**config.mk**
```make
export PLATFORM = sky130hd
export DESIGN_NAME = knn_vote
export DESIGN_NICKNAME = d
export VERILOG_FILES = /design/src/rtl/knn_vote_pkg.sv /design/src/rtl/knn_vote_cnt.sv /design/src/rtl/knn_vote.sv
export SDC_FILE = /design/constraint.sdc
export NUM_CORES = 1
export LEC_CHECK = 0
export BUFFER_PORTS_ARGS = -buffer_cell sky130_fd_sc_hd__buf_2
export CAP_MARGIN = 20
export CELL_PAD_IN_SITES_DETAIL_PLACEMENT = 1
export CELL_PAD_IN_SITES_GLOBAL_PLACEMENT = 1
export CORE_MARGIN = 2
export CORE_UTILIZATION = 45
export DETAILED_ROUTE_END_ITERATION = 12
export PLACE_DENSITY = 0.83
export SLEW_MARGIN = 20
export SYNTH_ARGS = -nofsm -noshare
export SYNTH_HDL_FRONTEND = slang
export SYNTH_SLANG_ARGS = --single-unit
```
**constraint.sdc**
```tcl
create_clock -name clk -period 5.1 [get_ports clk]
set_input_delay 0.765 -clock clk [delete_from_list [all_inputs] [get_ports clk]]
set_output_delay 0.765 -clock clk [all_outputs]
set_load 0.02 [all_outputs]
```
**src/rtl/knn_vote_pkg.sv**
```systemverilog
// Shared KNN definitions: default neighbour count / label width and the
// vote FSM encoding used by knn_vote.
package knn_vote_pkg;

   localparam int K_DEF       = 10;
   localparam int LABEL_W_DEF = 4;

   // Counter width able to hold a count of 0..k.
   function automatic int cnt_w(input int k);
      return $clog2(k + 1);
   endfunction

   localparam int CNT_W_DEF = cnt_w(K_DEF);

   typedef enum logic [1:0] {
      ST_IDLE   = 2'd0,
      ST_COUNT  = 2'd1,
      ST_SELECT = 2'd2,
      ST_DONE   = 2'd3
   } state_t;

endpackage

```
**src/rtl/knn_vote_cnt.sv**
```systemverilog
// Bank of per-class vote counters: sync clear-all, single increment port,
// combinational read port.
module knn_vote_cnt
   import knn_vote_pkg::*;
#(
   parameter int LABEL_W = LABEL_W_DEF,
   parameter int CNT_W   = CNT_W_DEF
) (
   input  logic               clk,
   input  logic               rst,
   input  logic               clr,
   input  logic               inc_en,
   input  logic [LABEL_W-1:0] inc_addr,
   input  logic [LABEL_W-1:0] rd_addr,
   output logic [CNT_W-1:0]   rd_data
);

   localparam int NUM_CLS = 2 ** LABEL_W;

   logic [NUM_CLS-1:0][CNT_W-1:0] cnt;

   for (genvar c = 0; c < NUM_CLS; c++) begin : g_cnt
      always_ff @(posedge clk) begin
         if (!rst || clr)
            cnt[c] <= '0;
         else if (inc_en && (inc_addr == LABEL_W'(c)))
            cnt[c] <= cnt[c] + CNT_W'(1);
      end
   end

   assign rd_data = cnt[rd_addr];

endmodule

```
**src/rtl/knn_vote.sv**
```systemverilog
// Majority vote over the K nearest neighbours: snapshot, count per label,
// then pick the highest count with ties going to the nearest neighbour.
module knn_vote
   import knn_vote_pkg::*;
#(
   parameter int K       = K_DEF,
   parameter int LABEL_W = LABEL_W_DEF,
   parameter int CNT_W   = cnt_w(K)
) (
   input  logic                 clk,
   input  logic                 rst,
   input  logic                 start,
   input  logic [K*LABEL_W-1:0] nb_label,
   input  logic [K-1:0]         nb_valid,
   output logic                 busy,
   output logic                 out_valid,
   output logic [LABEL_W-1:0]   out_class,
   output logic [CNT_W-1:0]     out_votes,
   output logic                 out_empty
);

   localparam int IDX_W = (K > 1) ? $clog2(K) : 1;

   state_t                       state;
   logic [IDX_W-1:0]             idx;
   logic [K-1:0][LABEL_W-1:0]    lbl_q;
   logic [K-1:0]                 vld_q;
   logic [LABEL_W-1:0]           best_class;
   logic [CNT_W-1:0]             best_votes;

   logic [LABEL_W-1:0]           cur_lbl;
   logic                         cur_vld;
   logic [CNT_W-1:0]             rd_cnt;
   logic                         last;
   logic                         sel_upd;
   logic                         cnt_clr;
   logic                         cnt_inc;

   assign cur_lbl = lbl_q[idx];
   assign cur_vld = vld_q[idx];
   assign last    = (idx == IDX_W'(K - 1));
   // Strict compare: an equal count later in the list never displaces the
   // earlier (nearer) label.
   assign sel_upd = cur_vld && (rd_cnt > best_votes);
   assign cnt_clr = (state == ST_IDLE) && start;
   assign cnt_inc = (state == ST_COUNT) && cur_vld;

   knn_vote_cnt #(
      .LABEL_W (LABEL_W),
      .CNT_W   (CNT_W)
   ) u_cnt (
      .clk      (clk),
      .rst      (rst),
      .clr      (cnt_clr),
      .inc_en   (cnt_inc),
      .inc_addr (cur_lbl),
      .rd_addr  (cur_lbl),
      .rd_data  (rd_cnt)
   );

   always_ff @(posedge clk) begin
      if (!rst) begin
         state      <= ST_IDLE;
         idx        <= '0;
         lbl_q      <= '0;
         vld_q      <= '0;
         best_class <= '0;
         best_votes <= '0;
         busy       <= 1'b0;
         out_valid  <= 1'b0;
         out_class  <= '0;
         out_votes  <= '0;
         out_empty  <= 1'b0;
      end else begin
         case (state)
            ST_IDLE: begin
               if (start) begin
                  lbl_q      <= nb_label;
                  vld_q      <= nb_valid;
                  idx        <= '0;
                  best_class <= '0;
                  best_votes <= '0;
                  busy       <= 1'b1;
                  state      <= ST_COUNT;
               end
            end
            ST_COUNT: begin
               if (last) begin
                  idx   <= '0;
                  state <= ST_SELECT;
               end else begin
                  idx <= idx + IDX_W'(1);
               end
            end
            ST_SELECT: begin
               if (sel_upd) begin
                  best_class <= cur_lbl;
                  best_votes <= rd_cnt;
               end
               if (last) begin
                  // Outputs take the final comparison directly so the result
                  // is visible in the DONE cycle itself.
                  idx       <= '0;
                  out_valid <= 1'b1;
                  out_class <= sel_upd ? cur_lbl : best_class;
                  out_votes <= sel_upd ? rd_cnt : best_votes;
                  out_empty <= (vld_q == '0);
                  state     <= ST_DONE;
               end else begin
                  idx <= idx + IDX_W'(1);
               end
            end
            ST_DONE: begin
               out_valid <= 1'b0;
               busy      <= 1'b0;
               state     <= ST_IDLE;
            end
            default: state <= ST_IDLE;
         endcase
      end
   end

endmodule

```
Word-level counts from Yosys, hierarchy flattened
Index checks and enable logic that the tools add are counted.
Storage, ports and cells
  register bits after elaboration: 139
  bits of input ports: 53
  output and inout bits: 11
  word-level logic and storage cells: 135
Cells by class
  $add $sub $neg: 17
  $lt $le $gt $ge: 3
  eq/ne operators: 22
  multiplexer cells: 21
  reductions and logical operators: 36
Operators with widths (count)
  adder 4 x 1 -> 4 bit (second input constant): 17
  equality test 4 bit (second input constant): 9
  binary-select mux 4 bit (select 4 bit): 2
  two-way mux 4 bit: 6
  case mux 4 bit (2 select lines): 3
  logical AND 1 bit: 19
  equality test 4 x 3 -> 1 bit (second input constant): 4
  AND reduction 2 bit: 6
  logical NOT 10 bit: 1
  < comparator 4 x 5 -> 1 bit (second input constant): 2
  equality test 4 x 2 -> 1 bit (second input constant): 2
  case mux 2 bit (4 select lines): 1
  nonzero test 2 bit: 4
  two-way mux 2 bit: 3
  inequality test 2 bit (second input constant): 3
  binary-select mux 1 bit (select 4 bit): 1
  equality test 2 bit (second input constant): 2
  equality test 4 x 1 -> 1 bit (second input constant): 1
  greater-than comparator 4 bit: 1
  logical NOT 4 bit: 1
  case mux 1 bit (2 select lines): 2
  two-way mux 1 bit: 3
  AND reduction 3 bit: 1
  equality test 2 x 1 -> 1 bit (second input constant): 1
  4 further kinds: 4

Longest topological paths before layout
Gate-level depths: netlist of run 1.
  depth in word-level cells: 8
  depth in mapped cells: 20
  gate-level depth less buffers: 15

Cells and area by module
Synthesis of run 1 repeated with hierarchy kept, for this count alone.
Unflattened totals
  cells, all modules: 784
  area total of the unflattened synthesis: 6972.9 sq um
Modules (own cells, without submodules)
  knn_vote: times used 1, cells each 396, area an instance 3507.1 sq um, sequential area each 1501.4 sq um
  knn_vote_cnt: times used 1, cells each 388, area an instance 3465.8 sq um, sequential area each 1281.2 sq um

Least setup slack after synthesis of run 1
No wires, ideal clock.
  path type: reg-to-reg
  start point: register idx[0]
  end point: register best_votes[1]
  setup time: 130 ps
  arrival: 4144 ps
  required time: 4970 ps
  path slack: 826 ps
  cell stages (with the launch flop): 20
  path buffers: 4
  clock period less this slack: 4274 ps
  cells stage by stage: dfxtp_1 -> mux4_2 -> or2_1 -> buf_2 -> a21o_1 -> buf_4 -> buf_6 -> a221oi_1 -> o22ai_1 -> a211oi_2 -> inv_1 -> ha_1 -> nor2b_1 -> o21a_1 -> o21a_1 -> o211ai_1 -> clkbuf_1 -> nor2_1 -> nand2_1 -> o32ai_1
On the way
  cells in the longest elaborated chain, start to end: 8
  elaborated cells between the ends (all ways): 10
  those cells by class: order compare (1); mux (8); reduce/logical (1)
RTL lines
  start, declared: line knn_vote.sv:25  | logic [IDX_W-1:0] idx;
  start signal, assigned: line knn_vote.sv:92  | idx <= idx + IDX_W'(1);
  start signal, assigned: line knn_vote.sv:110  | idx <= idx + IDX_W'(1);
  binary-select mux 4 bit (select 4 bit): line knn_vote.sv:39  | assign cur_lbl = lbl_q[idx];
  two-way mux 4 bit (implied by the code): line knn_vote.sv:39
  binary-select mux 4 bit (select 4 bit): line knn_vote_cnt.sv:31  | assign rd_data = cnt[rd_addr];
  two-way mux 4 bit (implied by the code): line knn_vote_cnt.sv:31
  greater-than comparator 4 bit: line knn_vote.sv:44  | assign sel_upd = cur_vld && (rd_cnt > best_votes);
  logical AND 1 bit: line knn_vote.sv:44
  two-way mux 4 bit (*): line knn_vote.sv:96  | if (sel_upd) begin
  case mux 4 bit (2 select lines) (*): line knn_vote.sv:75  | case (state)
  end signal, assigned: line knn_vote.sv:98  | best_votes <= rd_cnt;
  end, declared: line knn_vote.sv:29  | logic [CNT_W-1:0] best_votes;
Every way passes the cells marked *; elsewhere a longest branch is shown, timed or not. The select of a mux whose other input is x is not followed.
A chain may end at the register's enable or synchronous reset.

Final worst setup path of run 1
  start point: register idx[3]
  end point: register best_class[2]
On the way
  cells in the longest elaborated chain, start to end: 8
  elaborated cells between the ends (all ways): 10
  those cells by class: order compare (1); mux (8); reduce/logical (1)
RTL lines
  binary-select mux 4 bit (select 4 bit): line knn_vote.sv:39
  two-way mux 4 bit (implied by the code): line knn_vote.sv:39
  binary-select mux 4 bit (select 4 bit): line knn_vote_cnt.sv:31
  two-way mux 4 bit (implied by the code): line knn_vote_cnt.sv:31
  greater-than comparator 4 bit: line knn_vote.sv:44
  logical AND 1 bit: line knn_vote.sv:44
  two-way mux 4 bit (*): line knn_vote.sv:96
  case mux 4 bit (2 select lines) (*): line knn_vote.sv:75
  end signal, assigned: line knn_vote.sv:97  | best_class <= cur_lbl;
  end, declared: line knn_vote.sv:28  | logic [LABEL_W-1:0] best_class;
Marks and branches as above.

==> metrics, run 1 <==
result of the run finished, final reports clean; total number of nets in the final design 979; Root Driver sky130_fd_sc_hd__clkbuf_16; most used standard cell by instance count after synthesis sky130_fd_sc_hd__nand2_1; max-cap violation count 0; CTS H-tree depth 4; unique cell type count in the Yosys netlist 59; async set-or-reset flop fraction in the synthesized netlist 0; clock transition at the registers of the reported paths 0.06 ns; number of endpoints failing setup at the final stage 0; number of enable-type register cells in the synthesized netlist 0; detailed-router iteration count before antenna repair 5; remaining antenna violation count after routing 0; number of design-rule violations left by the first detailed-router iteration 394; Primary FF master, synth sky130_fd_sc_hd__dfxtp_1; Max clock buf depth 2; count of yosys warnings during synthesis 0; power density relative to cell area 415 nW/µm²; critical path data arrival time 4.85 ns; share of the cycle needed by the critical path after routing 0.895; initial antenna violation count 0; DP HPWL 13.3 mm; Post-route DRC 0; Worst Tran Pin Value 0.798 ns; global-route usage over all layers 0.247; first-pass GRT wire length 32.5 mm; main area contributors after synthesis sky130_fd_sc_hd__dfxtp_1 (39%), sky130_fd_sc_hd__nand2_1 (8.0%), sky130_fd_sc_hd__a21oi_1 (6.4%); Wirelength per Cell 17.5 µm; minimum clock period after layout 4.57 ns; top achievable clock speed 219 MHz; number of buffers added to fix hold violations after cts 0; share of the yosys chip area belonging to registers 0.394; CP Max Fanout 20; critical path capture point type flop; RSZ-0062 raised after global routing no; routability cong. 0.892; summed negative setup slack over all endpoints 0 ns; area taken by flip-flops and latches 2780 µm²; Core Rows 45; sum of overflow across all layers after global routing 0; reported leakage power 2.89 nW; starting utilization of the core area 0.463; TritonCTS clock tree done; worst min path class reg2reg; fraction of final layout cells sized beyond drive strength 1 0.149; total setup buffers inserted after CTS 0; final setup slack of the worst path 0.533 ns; clock insertion delay at the later pin of the skew report 0.43 ns; number of vias per cell after detailed routing 5.63; count of filler cells inserted in the layout 1,850; post-CTS resize count 0; Post-Route WL 19.7 mm; count of pins over their slew limit 0; Die W 129 µm; area of the multi-input gates 3920 µm²; synthesis-to-finish area growth 13.9%; I/O Buffers 63; Fin Clk Skew 0.0107 ns; mean cell area of the mapped netlist 8.19 µm²; Overall Power 3.34 mW; FF+latch count, synth 139; worst setup slack after placement 0.653 ns; Synth Net Count 942; number of cells in the finished layout apart from fillers 1,124; Cells after Synth 863; top post-synthesis cells by count sky130_fd_sc_hd__nand2_1 (150), sky130_fd_sc_hd__dfxtp_1 (139), sky130_fd_sc_hd__a21oi_1 (91), sky130_fd_sc_hd__nor2_1 (80), sky130_fd_sc_hd__xnor2_1 (48); final hold slack 0.454 ns; required time reported for the critical path endpoint 5.39 ns; vias after detailed routing 6,327; floorplan core area 15,300 µm²; Max rail drop VDD 0.251 mV; largest area contributor in the synthesized netlist sky130_fd_sc_hd__dfxtp_1; cell area after synthesis 7060 µm²; classification of the worst setup path reg2reg; number of failing hold endpoints at the final stage 0; number of buffers inserted during clock tree synthesis 17; max_slew headroom 0.467; maximum number of pins on one net before global-route repair 72; dpl cells 1,092; via count of the first global-routing pass 6,361; total number of clock tree sinks 139; IO Pins 64; Setup crit start kind flop; proportion of netlist area held by the largest area contributor 0.394; antenna diode instance count 0; Total Die Area 16,700 µm²; die height 129 µm
## layout make-up
class / instances / share of cell area
sequential: 139 / 0.346
timing repair buffer: 75 / 0.0504
multi-input combinational: 638 / 0.487
inverter: 29 / 0.0135
clock buffer: 17 / 0.0529
tap: 211 / 0.0328
clock inverter: 15 / 0.0179
## path summary, 6_finish.rpt
check / start / to / slack [ns] / cells after the start
max reg2reg: idx[3] / best_class[2] / 0.53 / 17
max: idx[3] / best_class[2] / 0.53 / 17
min: out_class[1] / out_class[1] / 0.45 / 2
min reg2reg: out_class[1] / out_class[1] / 0.45 / 2
## power by group
part	internal (mW)	switching [mW]
combinational	0.293	0.621
sequential	1.17	0.0600
clock	0.648	0.547
total	2.11	1.23
## metrics by stage
stage	instance area [µm²]	util
final	8050	0.527
after global routing	8050	0.527
after CTS	8050	0.527
after detailed placement	7480	0.490
after global placement	7480	0.490
after floorplan	7060	-
## cells by family (layout without fill, tap and decap cells)
family	after synthesis	count (layout)	synth area share
flops	139	139	0.394
buf+inv	86	136	0.0522
fa+ha+maj	26	26	0.0461
compound gates	205	205	0.187
mux	29	29	0.0554
simple gates	330	330	0.206
xor+xnor	48	48	0.0595
## registers in the layout, indices dropped and copies added, names as in the netlist, 2 cells and up
name and cells:
vld_q 10, best_votes 4, lbl_q 40, out_class 4, u_cnt.cnt 64, out_votes 4
best_class 4, state 2, idx 4
## critical path, stage by stage (launching register included)
cell	delay, ns
sky130_fd_sc_hd__dfxtp_1	0.55
sky130_fd_sc_hd__or3b_1	0.69
sky130_fd_sc_hd__nor2_4	0.35
sky130_fd_sc_hd__a21o_1	0.50
sky130_fd_sc_hd__buf_4	0.27
sky130_fd_sc_hd__nand2_1	0.08
sky130_fd_sc_hd__a211oi_1	0.25
sky130_fd_sc_hd__a211oi_2	0.11
sky130_fd_sc_hd__inv_1	0.08
sky130_fd_sc_hd__ha_1	0.24
sky130_fd_sc_hd__nor2b_1	0.15
sky130_fd_sc_hd__o21a_1	0.16
sky130_fd_sc_hd__o21a_1	0.16
sky130_fd_sc_hd__o211ai_1	0.16
sky130_fd_sc_hd__buf_4	0.23
sky130_fd_sc_hd__nor2_1	0.14
sky130_fd_sc_hd__a22oi_1	0.22
sky130_fd_sc_hd__nor2_1	0.08
## cell usage in the layout (no fill, tap or decap), drive strengths merged, types with 3 or more instances in the layout
cell / Yosys / final
a211oi: 8 / 8
a21oi: 91 / 91
nor3: 34 / 34
clkinvlp: 0 / 4
o32ai: 4 / 4
or2: 3 / 3
clkbuf: 42 / 17
a21o: 3 / 3
o311ai: 7 / 7
ha: 26 / 26
a22oi: 7 / 7
buf: 15 / 75
and2: 15 / 15
nor2: 85 / 85
mux4: 8 / 8
nand3: 20 / 20
dfxtp: 139 / 139
o211ai: 8 / 8
o21ai: 36 / 36
o22ai: 8 / 8
nand2b: 6 / 6
o21a: 3 / 3
nand4: 7 / 7
inv: 29 / 39
mux2i: 20 / 20
a221oi: 13 / 13
o2bb2ai: 7 / 7
nand2: 150 / 150
xnor2: 48 / 48
## per-layer routing
layer,track usage,wire length [µm],up-vias
met2,0.422,9700,130
met1,0.319,8890,3087
met3,0.0442,795,24
met4,0.0786,278,0
li1,-,-,3086
met5,0,0,-
Note: power is estimated with default switching activity, not from simulation.
==> run 2, diff against run 1 <==
--- a/config.mk
+++ b/config.mk
@@ -9,6 +9,7 @@
 export CAP_MARGIN = 20
 export CELL_PAD_IN_SITES_DETAIL_PLACEMENT = 1
 export CELL_PAD_IN_SITES_GLOBAL_PLACEMENT = 1
+export CORE_ASPECT_RATIO = 0.75
 export CORE_MARGIN = 2
 export CORE_UTILIZATION = 45
 export DETAILED_ROUTE_END_ITERATION = 12
==> run 2 against run 1 <==
Compared with the run above:
- sequential share of layout area fell by 0.16 points
- count of clock-buffer cells in the layout rose by 1
- non-clock buffer count rose by 1
- final area rose by 0.45%
- critical endpoint is now best_votes[2]
- highest routed layer unchanged
- critical path type unchanged
- worst hold slack got worse by 0.0021 ns
- routed wire length grew 3.7%
- global-route usage rose by 0.50 points
==> metrics, run 2 (synthesis results as in run 1) <==
minimum clock period after layout 4.74 ns; instance count on the critical path 16; Fin Clk Skew 0.00705 ns; worst setup slack after placement 0.523 ns; Core Rows 39; cell area after layout 8080 µm²; power density relative to cell area 428 nW/µm²; remaining antenna violation count after routing 0; detailed-router iteration count before antenna repair 5; maximum number of pins on one net before global-route repair 68; register with the most flip-flops u_cnt.cnt; number of cells in the finished layout apart from fillers 1,118; global-route usage over all layers 0.252; number of buffers inserted during clock tree synthesis 17; synthesis-to-finish area growth 14.4%; buffers plus inverters on the worst setup path 2; clock insertion delay at the later pin of the skew report 0.43 ns; Die W 149 µm; critical path capture point type flop; floorplan core area 15,300 µm²; count of pins over their slew limit 0; DP HPWL 13.6 mm; first-pass GRT wire length 33.4 mm; number of flip-flops in the largest register 64; antenna diode instance count 0; classification of the worst setup path reg2reg; Post-route DRC 0; Max clock buf depth 2; Wirelength per Cell 18.2 µm; final setup slack of the worst path 0.363 ns; I/O Buffers 63; Worst path slowest cell sky130_fd_sc_hd__dfxtp_1; vias after detailed routing 6,376; total number of clock tree sinks 139; total number of nets in the final design 980; sum of overflow across all layers after global routing 0; die height 113 µm; post-CTS resize count 0; most frequent cells in the layout sky130_fd_sc_hd__nand2_1 (149), sky130_fd_sc_hd__dfxtp_1 (139), sky130_fd_sc_hd__a21oi_1 (91), sky130_fd_sc_hd__nor2_1 (80), sky130_fd_sc_hd__buf_2 (63); family of cells with the greatest summed delay on the critical path compound AO/OA/AOI/OAI gates; number of vias per cell after detailed routing 5.70; clock transition at the registers of the reported paths 0.06 ns; IO Pins 64; Worst Tran Pin Value 0.834 ns; max-cap violation count 0; dpl cells 1,087; final hold slack 0.452 ns; starting utilization of the core area 0.463; required time reported for the critical path endpoint 5.43 ns; CP max stage delay 0.77 ns; most common cell after layout, fill and taps aside sky130_fd_sc_hd__nand2_1; number of buffers added to fix hold violations after cts 0; RSZ-0062 raised after global routing no; result of the run finished, final reports clean; total setup buffers inserted after CTS 0; cell occurring most often along the worst timing path sky130_fd_sc_hd__o21a_1; number of failing hold endpoints at the final stage 0; registers with the most flip-flops u_cnt.cnt x64, lbl_q x40, vld_q x10; cells traversed along the worst timing path mux4_2 -> or2_1 -> a21o_1 -> a221oi_1 -> a211oi_1 -> a211oi_2 -> inv_1 -> ha_1 -> nor2b_1 -> o21a_1 -> o21a_1 -> o211ai_1 -> buf_4 -> nor2_1 -> nand2_1 -> o32ai_1; worst min path class reg2reg; Root Driver sky130_fd_sc_hd__clkbuf_16; Total Die Area 16,700 µm²; Max rail drop VDD 0.229 mV; via count of the first global-routing pass 6,396; fraction of final layout cells sized beyond drive strength 1 0.149; Worst Reg2Reg Path Length in Cells 16; Post-Route WL 20.4 mm; CP Max Fanout 16; summed negative setup slack over all endpoints 0 ns; initial antenna violation count 0; CTS H-tree depth 4; Setup crit start kind flop; number of endpoints failing setup at the final stage 0; share of the cycle needed by the critical path after routing 0.929; routability cong. 0.885; TritonCTS clock tree done; number of design-rule violations left by the first detailed-router iteration 358; critical path data arrival time 5.07 ns; top achievable clock speed 211 MHz; worst hold path depth 2; placed standard-cell area 7480 µm²; max_slew headroom 0.428; reported leakage power 2.91 nW
run 2: changes by cell type in the layout (fill, tap and decap cells not counted), sizes merged:
cell      change
inv           -6
clkbuf        +1
clkinvlp      -1
buf           +1
bufinv        +3
clkinv        +2
run 2: worst register-to-register path, cell delays in order (launching register included):
cell                       delay, ns
sky130_fd_sc_hd__dfxtp_1        0.77
sky130_fd_sc_hd__mux4_2         0.51
sky130_fd_sc_hd__or2_1          0.39
sky130_fd_sc_hd__a21o_1         0.34
sky130_fd_sc_hd__a221oi_1       0.43
sky130_fd_sc_hd__a211oi_1       0.12
sky130_fd_sc_hd__a211oi_2       0.36
sky130_fd_sc_hd__inv_1          0.08
sky130_fd_sc_hd__ha_1           0.31
sky130_fd_sc_hd__nor2b_1        0.14
sky130_fd_sc_hd__o21a_1         0.12
sky130_fd_sc_hd__o21a_1         0.11
sky130_fd_sc_hd__o211ai_1       0.08
sky130_fd_sc_hd__buf_4          0.23
sky130_fd_sc_hd__nor2_1         0.32
sky130_fd_sc_hd__nand2_1        0.18
sky130_fd_sc_hd__o32ai_1        0.15
run 2: power breakdown:
| group | internal (mW) | switching [mW] | leakage [nW] |
|---|---|---|---|
| clock network | 0.783 | 0.499 | 0.290 |
| logic | 0.303 | 0.645 | 1.49 |
| registers | 1.17 | 0.0620 | 1.13 |
run 2: layer usage:
metal | vias to the layer above | wire [µm] | GRT usage
met1 | 3140 | 9940 | 0.357
met2 | 149 | 9250 | 0.402
met5 | - | 0 | 0
met4 | 0 | 199 | 0.0660
met3 | 17 | 993 | 0.0386
li1 | 3070 | - | -
run 2: metrics by stage:
stage               power, mW  utilization
global route             3.63        0.529
floorplan                1.93            -
finish                   3.46        0.529
global placement         2.14        0.489
detailed placement       2.17        0.489
CTS                      3.47        0.529
run 2: layout make-up:
| class | instances | area [µm²] |
|---|---|---|
| multi-input cells | 638 | 3920 |
| flip-flops and latches | 139 | 2780 |
| clock inverters | 13 | 166 |
| fillers | 1867 | 7190 |
| repair buffers | 76 | 413 |
| well taps | 205 | 256 |
| inverters | 29 | 109 |
| clock buffers | 18 | 439 |
run 2: path summary, 6_finish.rpt:
kind,to,from,slack [ns]
worst max-delay path,best_votes[2],idx[1],0.36
worst min-delay path,out_class[2],out_class[2],0.45
worst max register to register,best_votes[2],idx[1],0.36
worst min register to register,out_class[2],out_class[2],0.45
